===== config.mk =====
export PLATFORM = sky130hd
export DESIGN_NAME = dds_multi
export DESIGN_NICKNAME = d
export VERILOG_FILES = /design/src/rtl/dds_pkg.sv /design/src/rtl/dds_sine_rom.sv /design/src/rtl/dds_multi.sv
export SDC_FILE = /design/constraint.sdc
export NUM_CORES = 1
export LEC_CHECK = 0
export ABC_AREA = 1
export BUFFER_PORTS_ARGS = -buffer_cell sky130_fd_sc_hd__buf_2
export CORE_ASPECT_RATIO = 0.7
export CORE_MARGIN = 3
export CORE_UTILIZATION = 30
export DETAILED_ROUTE_END_ITERATION = 8
export GPL_TIMING_DRIVEN = 0
export HOLD_SLACK_MARGIN = 0.1
export PLACE_DENSITY = 0.42
export SLEW_MARGIN = 20
export SYNTH_ARGS = -nofsm -noshare
export SYNTH_HDL_FRONTEND = slang
export SYNTH_SLANG_ARGS = --single-unit
export TNS_END_PERCENT = 30

===== constraint.sdc =====
create_clock -name CLK -period 5.7 [get_ports CLK]
set_input_delay 0.57 -clock CLK [delete_from_list [all_inputs] [get_ports CLK]]
set_output_delay 0.57 -clock CLK [all_outputs]
set_load 0.01 [all_outputs]

===== src/rtl/dds_pkg.sv =====
// dds_pkg: waveform mode encoding and register address map for dds_multi
package dds_pkg;
  typedef enum logic [1:0] {SINE, SAW, TRI, SQUARE} mode_t;
  localparam logic [1:0] A_FTW  = 2'd0;
  localparam logic [1:0] A_OFF  = 2'd1;
  localparam logic [1:0] A_MODE = 2'd2;
  localparam logic [1:0] A_RSVD = 2'd3;
endpackage


===== src/rtl/dds_sine_rom.sv =====
// dds_sine_rom: quarter-wave sine magnitude ROM, round(full_scale*sin), registered output
module dds_sine_rom #(
  parameter int AW = 6,
  parameter int DW = 7
) (
  input  logic          CLK,
  input  logic [AW-1:0] addr,
  output logic [DW-1:0] data
);
  localparam int DEPTH = 1 << AW;
  typedef logic [DEPTH-1:0][DW-1:0] rom_t;
  function automatic rom_t gen_rom();
    rom_t r;
    for (int i = 0; i < DEPTH; i++)
      r[i] = DW'($rtoi(real'((1 << DW) - 1) * $sin(6.283185307179586 * i / (4.0 * DEPTH)) + 0.5));
    return r;
  endfunction
  localparam rom_t ROM = gen_rom();
  logic [DW-1:0] data_q, data_d;
  always_comb data_d = ROM[addr];
  always_ff @(posedge CLK) data_q <= data_d;
  assign data = data_q;
endmodule


===== src/rtl/dds_multi.sv =====
// dds_multi: time-multiplexed multi-channel DDS (sine/saw/triangle/square), 3-cycle sample pipeline
// Define DDS_PHASE_DITHER_EN to add LFSR dither below the lookup truncation point.
module dds_multi
  import dds_pkg::*;
#(
  parameter int NCH   = 2,
  parameter int PW    = 24,
  parameter int OW    = 8,
  parameter int LUTAW = 8
) (
  input  logic          CLK,
  input  logic          RST_N,
  input  logic          en,
  input  logic          wr_en,
  input  logic [3:0]    wr_ch,
  input  logic [1:0]    wr_addr,
  input  logic [PW-1:0] wr_data,
  output logic [OW-1:0] C,
  output logic          v,
  output logic [3:0]    ch
);
  localparam int CW = NCH > 1 ? $clog2(NCH) : 1;
  localparam int NS = 1 << CW;
  localparam int QW = LUTAW - 2;
  localparam logic [OW-1:0] HALF = OW'(1) << (OW - 1);
  localparam logic [OW-2:0] PEAK = '1;
  logic [PW-1:0] acc_q [NS], acc_d [NS];
  logic [PW-1:0] ftw_q [NS], ftw_d [NS];
  logic [PW-1:0] off_q [NS], off_d [NS];
  mode_t mode_q [NS], mode_d [NS];
  logic [CW-1:0] slot_q, slot_d, wi;
  logic v1_q, v1_d, v2_q, v2_d, v_q, v_d;
  logic [CW-1:0] ch1_q, ch1_d, ch2_q, ch2_d, ch_q, ch_d;
  mode_t mode1_q, mode1_d, mode2_q, mode2_d;
  logic [LUTAW-1:0] p1_q, p1_d, p2_q, p2_d;
  logic [OW-1:0] c_q, c_d;
  logic [PW-1:0] next_acc, dith;
  logic [QW-1:0] rom_addr;
  logic [OW-2:0] rom_data, mag, tri_bits;
`ifdef DDS_PHASE_DITHER_EN
  localparam logic [PW-1:0] DMASK = {PW{1'b1}} >> LUTAW;
  logic [15:0] lfsr_q, lfsr_d;
  always_comb lfsr_d = {lfsr_q[14:0], lfsr_q[15] ^ lfsr_q[13] ^ lfsr_q[12] ^ lfsr_q[10]};
  always_ff @(posedge CLK) lfsr_q <= !RST_N ? 16'hACE1 : lfsr_d;
  assign dith = PW'(lfsr_q) & DMASK;
`else
  assign dith = '0;
`endif
  // Registers read here are pre-write, so a same-slot write lands on the channel's next slot.
  always_comb begin
    acc_d = acc_q;
    ftw_d = ftw_q;
    off_d = off_q;
    mode_d = mode_q;
    wi = wr_ch[CW-1:0];
    next_acc = acc_q[slot_q] + ftw_q[slot_q];
    slot_d = !en ? slot_q : slot_q == CW'(NCH - 1) ? '0 : slot_q + 1'b1;
    if (en) acc_d[slot_q] = next_acc;
    if (wr_en && 5'(wr_ch) < 5'(NCH)) begin
      ftw_d[wi] = wr_addr == A_FTW ? wr_data : ftw_q[wi];
      off_d[wi] = wr_addr == A_OFF ? wr_data : off_q[wi];
      mode_d[wi] = wr_addr == A_MODE ? mode_t'(wr_data[1:0]) : mode_q[wi];
    end
    v1_d = en;
    ch1_d = slot_q;
    mode1_d = mode_q[slot_q];
    p1_d = LUTAW'((next_acc + off_q[slot_q] + dith) >> (PW - LUTAW));
    v2_d = v1_q;
    ch2_d = ch1_q;
    mode2_d = mode1_q;
    p2_d = p1_q;
    rom_addr = p1_q[QW] ? QW'(~p1_q[QW-1:0] + 1'b1) : p1_q[QW-1:0];
    mag = p2_q[QW] && p2_q[QW-1:0] == '0 ? PEAK : rom_data;
    tri_bits = (OW - 1)'({p2_q[LUTAW-2:0], {(OW - 1){1'b0}}} >> (LUTAW - 1));
    c_d = mode2_q == SINE ? (p2_q[LUTAW-1] ? HALF - OW'(mag) : HALF + OW'(mag))
        : mode2_q == SAW  ? OW'({p2_q, {OW{1'b0}}} >> LUTAW)
        : mode2_q == TRI  ? {p2_q[LUTAW-1] ? ~tri_bits : tri_bits, 1'b0}
        : {OW{p2_q[LUTAW-1]}};
    v_d = v2_q;
    ch_d = ch2_q;
  end
  dds_sine_rom #(.AW(QW), .DW(OW - 1)) u_rom (
    .CLK (CLK),
    .addr(rom_addr),
    .data(rom_data)
  );
  always_ff @(posedge CLK) begin
    if (!RST_N) begin
      acc_q <= '{default: '0};
      ftw_q <= '{default: '0};
      off_q <= '{default: '0};
      mode_q <= '{default: SINE};
      slot_q <= '0;
      v1_q <= 1'b0;
      v2_q <= 1'b0;
      v_q <= 1'b0;
      ch1_q <= '0;
      ch2_q <= '0;
      ch_q <= '0;
      mode1_q <= SINE;
      mode2_q <= SINE;
      p1_q <= '0;
      p2_q <= '0;
      c_q <= '0;
    end else begin
      acc_q <= acc_d;
      ftw_q <= ftw_d;
      off_q <= off_d;
      mode_q <= mode_d;
      slot_q <= slot_d;
      v1_q <= v1_d;
      v2_q <= v2_d;
      v_q <= v_d;
      ch1_q <= ch1_d;
      ch2_q <= ch2_d;
      ch_q <= ch_d;
      mode1_q <= mode1_d;
      mode2_q <= mode2_d;
      p1_q <= p1_d;
      p2_q <= p2_d;
      c_q <= c_d;
    end
  end
  assign C = c_q;
  assign v = v_q;
  assign ch = 4'(ch_q);
endmodule


==> flow_summary.ini <==
[global_route]
track_usage_pct = 22.5
grt_overflow = 0
grt_start_max_net_pins = 20
grt_pass1_wl_mm = 70.2
antenna_found_initial = 2
first_global_vias = 11400

[drt]
vias = 12300
routed_wl_mm = 46.4
drt_iter0_drc = 1216
ant_nets = 0
drt_pre_antenna_iters = 6
post_drt_wl_per_cell_um = 19.4
drc = 0
viasPerCell = 5.14

[setup_path]
cp_slowest_cell = clkbuf_1
cp-end-kind = flop
critPathArrivalTime_ns = 5.65
start_kind = flop
crit_chain = clkbuf_4 -> clkbuf_4 -> clkbuf_4 -> clkbuf_1 -> nand2_1 -> o21ai_0 -> ha_1 -> nand2_1 -> nor2_2 -> nand3_1 -> nand3_2 -> a21oi_1 -> xnor2_1 -> ha_1 -> nand2_1 -> nor2_1 -> nand3_1 -> a21oi_1 -> nand3_1 -> nand2_1 -> nand2_1 -> nand3_1 -> nand2_1 -> nor2_1
path_class = flop to flop
crit_path_max_fanout = 10
crit_required_ns = 6.08
slowest_delay_ns = 0.61
cpMostUsedCell = nand2_1

[sta]
setup_tns_ns = 0
fin_crit_ns = 5.28
hold_slack_ns = 0.403
slew_headroom_pct = 18.1
final-setup-viol-count = 0
clock_skew_ns = 0.0174
tightest_slew_ns = 1.22
fin_ws_ns = 0.422
period_share_pct = 92.6
fmax_mhz = 189
finalMaxSlewViolations = 0
finalHoldViolCount = 0
rsz0062_at_grt = false

[logic_synthesis]
async_reset_ff_share_pct = 0
synth_seq_area_share_pct = 32.6
synth.ff_latch_count = 190
yosys_warnings = 0
synth_edf_count = 0
netlist_instances = 1791
synth_area_per_cell_um2 = 6.51
synth_cell_type_count = 55
synth.cell_area_um2 = 11700
synthFlopType = dfxtp_1

[floorplanning]
start_util_pct = 30.9
io-pin-count = 47
die_y_um = 171
core_um2 = 37700
rows = 59
dieArea_um2 = 41300
dieWidth_um = 242

[clock_tree]
clock_latency_ns = 0.46
clock_path_buffers = 2
ctsHtreeMaxLevel = 4
cts_setup_buffers = 0
clk_pin_slew_worst_paths_ns = 0.08
cts_tree = built
cts_num_sinks = 190
cts_root_buffer = clkbuf_16
cts_buffers = 17

[min_path]
hp-class = primary input to flop

[layout]
final_cells = 2384
fill_cells = 4174
mostFrequentLayoutCells = nand2_1 (396), o21ai_0 (241), inv_1 (239)
diodes = 0
layout-area-overhead-vs-synth_pct = 12.7
fin_area_um2 = 13100
drive_above_1_share_pct = 7.29
final_common_cell = nand2_1
nNetsFinal = 1943

[placed_design]
placedCellCount = 2353
dp_hpwl_mm = 35.9
numPortBuffers = 42
dp_slack_ns = -0.260
place_congestion = 0.883
dpl_cell_area_um2 = 12500

[run]
max_cap_viol_count = 0

[pwr]
pwr_density_cell_nw_per_um2 = 255
peakVddDrop_uv = 221
power.static_leakage_nw = 5.98

[run_status]
status = finished clean
cells by family (layout without fill, tap and decap cells):
group / Yosys count / in the layout / share of synthesized area, %
other: 1 / 3 / 0.0322
DFF: 190 / 190 / 32.6
and+or+nand+nor: 643 / 643 / 23.1
xor gates and xnor gates: 23 / 23 / 1.79
AOI/OAI and AO/OA: 544 / 544 / 25.4
adders and majority gates: 55 / 55 / 5.97
buffers and inverters: 335 / 408 / 11.1
report_power, final:
part / total, W / internal (W) / switching (W)
Sequential: 0.00143 / 0.00140 / 0.0000369
Combinational: 0.000656 / 0.000191 / 0.000466
Clock: 0.00126 / 0.000627 / 0.000631
Total: 0.00335 / 0.00221 / 0.00113
per-layer routing:
layer / GRT usage [%] / up-vias / wire length (um)
li1: - / 6024 / -
met1: 35.5 / 5807 / 24800
met2: 30.9 / 402 / 17700
met3: 4.98 / 30 / 3450
met4: 3.55 / 2 / 375
met5: 0 / - / 13
synthesized netlist by cell type (2+ instances only):
library cell | n | area (um^2)
nand2_1 | 396 | 1490
o21ai_0 | 242 | 1210
inv_1 | 239 | 897
a21oi_1 | 190 | 951
dfxtp_1 | 190 | 3800
nor2_1 | 136 | 510
clkbuf_1 | 73 | 274
ha_1 | 54 | 676
o22ai_1 | 53 | 332
nand3_1 | 44 | 220
nand4_1 | 18 | 113
nand2_2 | 15 | 93.8
a22o_1 | 13 | 114
xor2_1 | 12 | 105
nor3_1 | 10 | 50.1
xnor2_1 | 10 | 87.6
a31oi_1 | 8 | 50.1
buf_2 | 7 | 35.0
a21o_1 | 6 | 45.0
nand3_2 | 6 | 60.1
o211ai_1 | 6 | 45.0
buf_1 | 5 | 18.8
nor2_2 | 5 | 31.3
o31ai_1 | 5 | 37.5
buf_4 | 4 | 30.0
o21bai_1 | 4 | 30.0
clkinv_1 | 3 | 11.3
inv_2 | 3 | 11.3
o21ai_1 | 3 | 15.0
or2_2 | 3 | 18.8
a31o_2 | 2 | 17.5
a32oi_1 | 2 | 17.5
nand3b_1 | 2 | 15.0
sequential cells by signal, indices dropped and copies added (netlist names), 2 cells and up:
signal      flops
p1_q            8
mode_q          4
mode1_q         2
p2_q            8
mode2_q         2
C               8
off_q          48
acc_q          48
u_rom.data      7
ftw_q          48
worst max-delay path, delay by kind of cell, from the launching register on:
| kind | cells | cell delay, ns |
|---|---|---|
| XOR/XNOR | 1 | 0.52 |
| AO/OA/AOI/OAI | 3 | 0.70 |
| AND/OR/NAND/NOR | 14 | 1.70 |
| adder cells (fa/ha/maj) | 2 | 0.59 |
| flip-flops | 1 | 0.31 |
| buffers and inverters | 4 | 1.36 |
what timing repair did:
item	in CTS	in global routing
resized for setup	2	14
hold buffers	0	0
endpoints found under the setup margin	8	8
metrics by stage:
step / utilization [%] / total power (W)
detailed placement: 33.2 / 0.00210
CTS: 34.8 / 0.00336
floorplan: - / 0.00186
finish: 34.8 / 0.00335
global route: 34.8 / 0.00351
global placement: 33.2 / 0.00210
cell type report:
class / count / area [um^2] / share of cell area [%]
Inverter: 245 / 920 / 7.00
Tap cell: 518 / 648 / 4.94
Multi-Input combinational cell: 1268 / 6580 / 50.1
Sequential cell: 190 / 3800 / 29.0
Buffer: 90 / 385 / 2.93
Timing Repair Buffer: 42 / 210 / 1.60
Clock inverter: 14 / 164 / 1.25
Clock buffer: 17 / 425 / 3.24
final timing paths:
kind                                          from                  to  slack, ns  depth (start not counted)
worst max-delay path            ch1_d$_SDFFE_PN0P_  p1_q[6]$_SDFF_PN0_       0.42                         24
worst max register to register  ch1_d$_SDFFE_PN0P_  p1_q[6]$_SDFF_PN0_       0.42                         24
worst min-delay path                            en     v1_q$_SDFF_PN0_       0.40                          3
worst min register to register  p1_q[7]$_SDFF_PN0_  p2_q[7]$_SDFF_PN0_       0.42                          2
No activity file was read; power rests on OpenSTA's default activity.
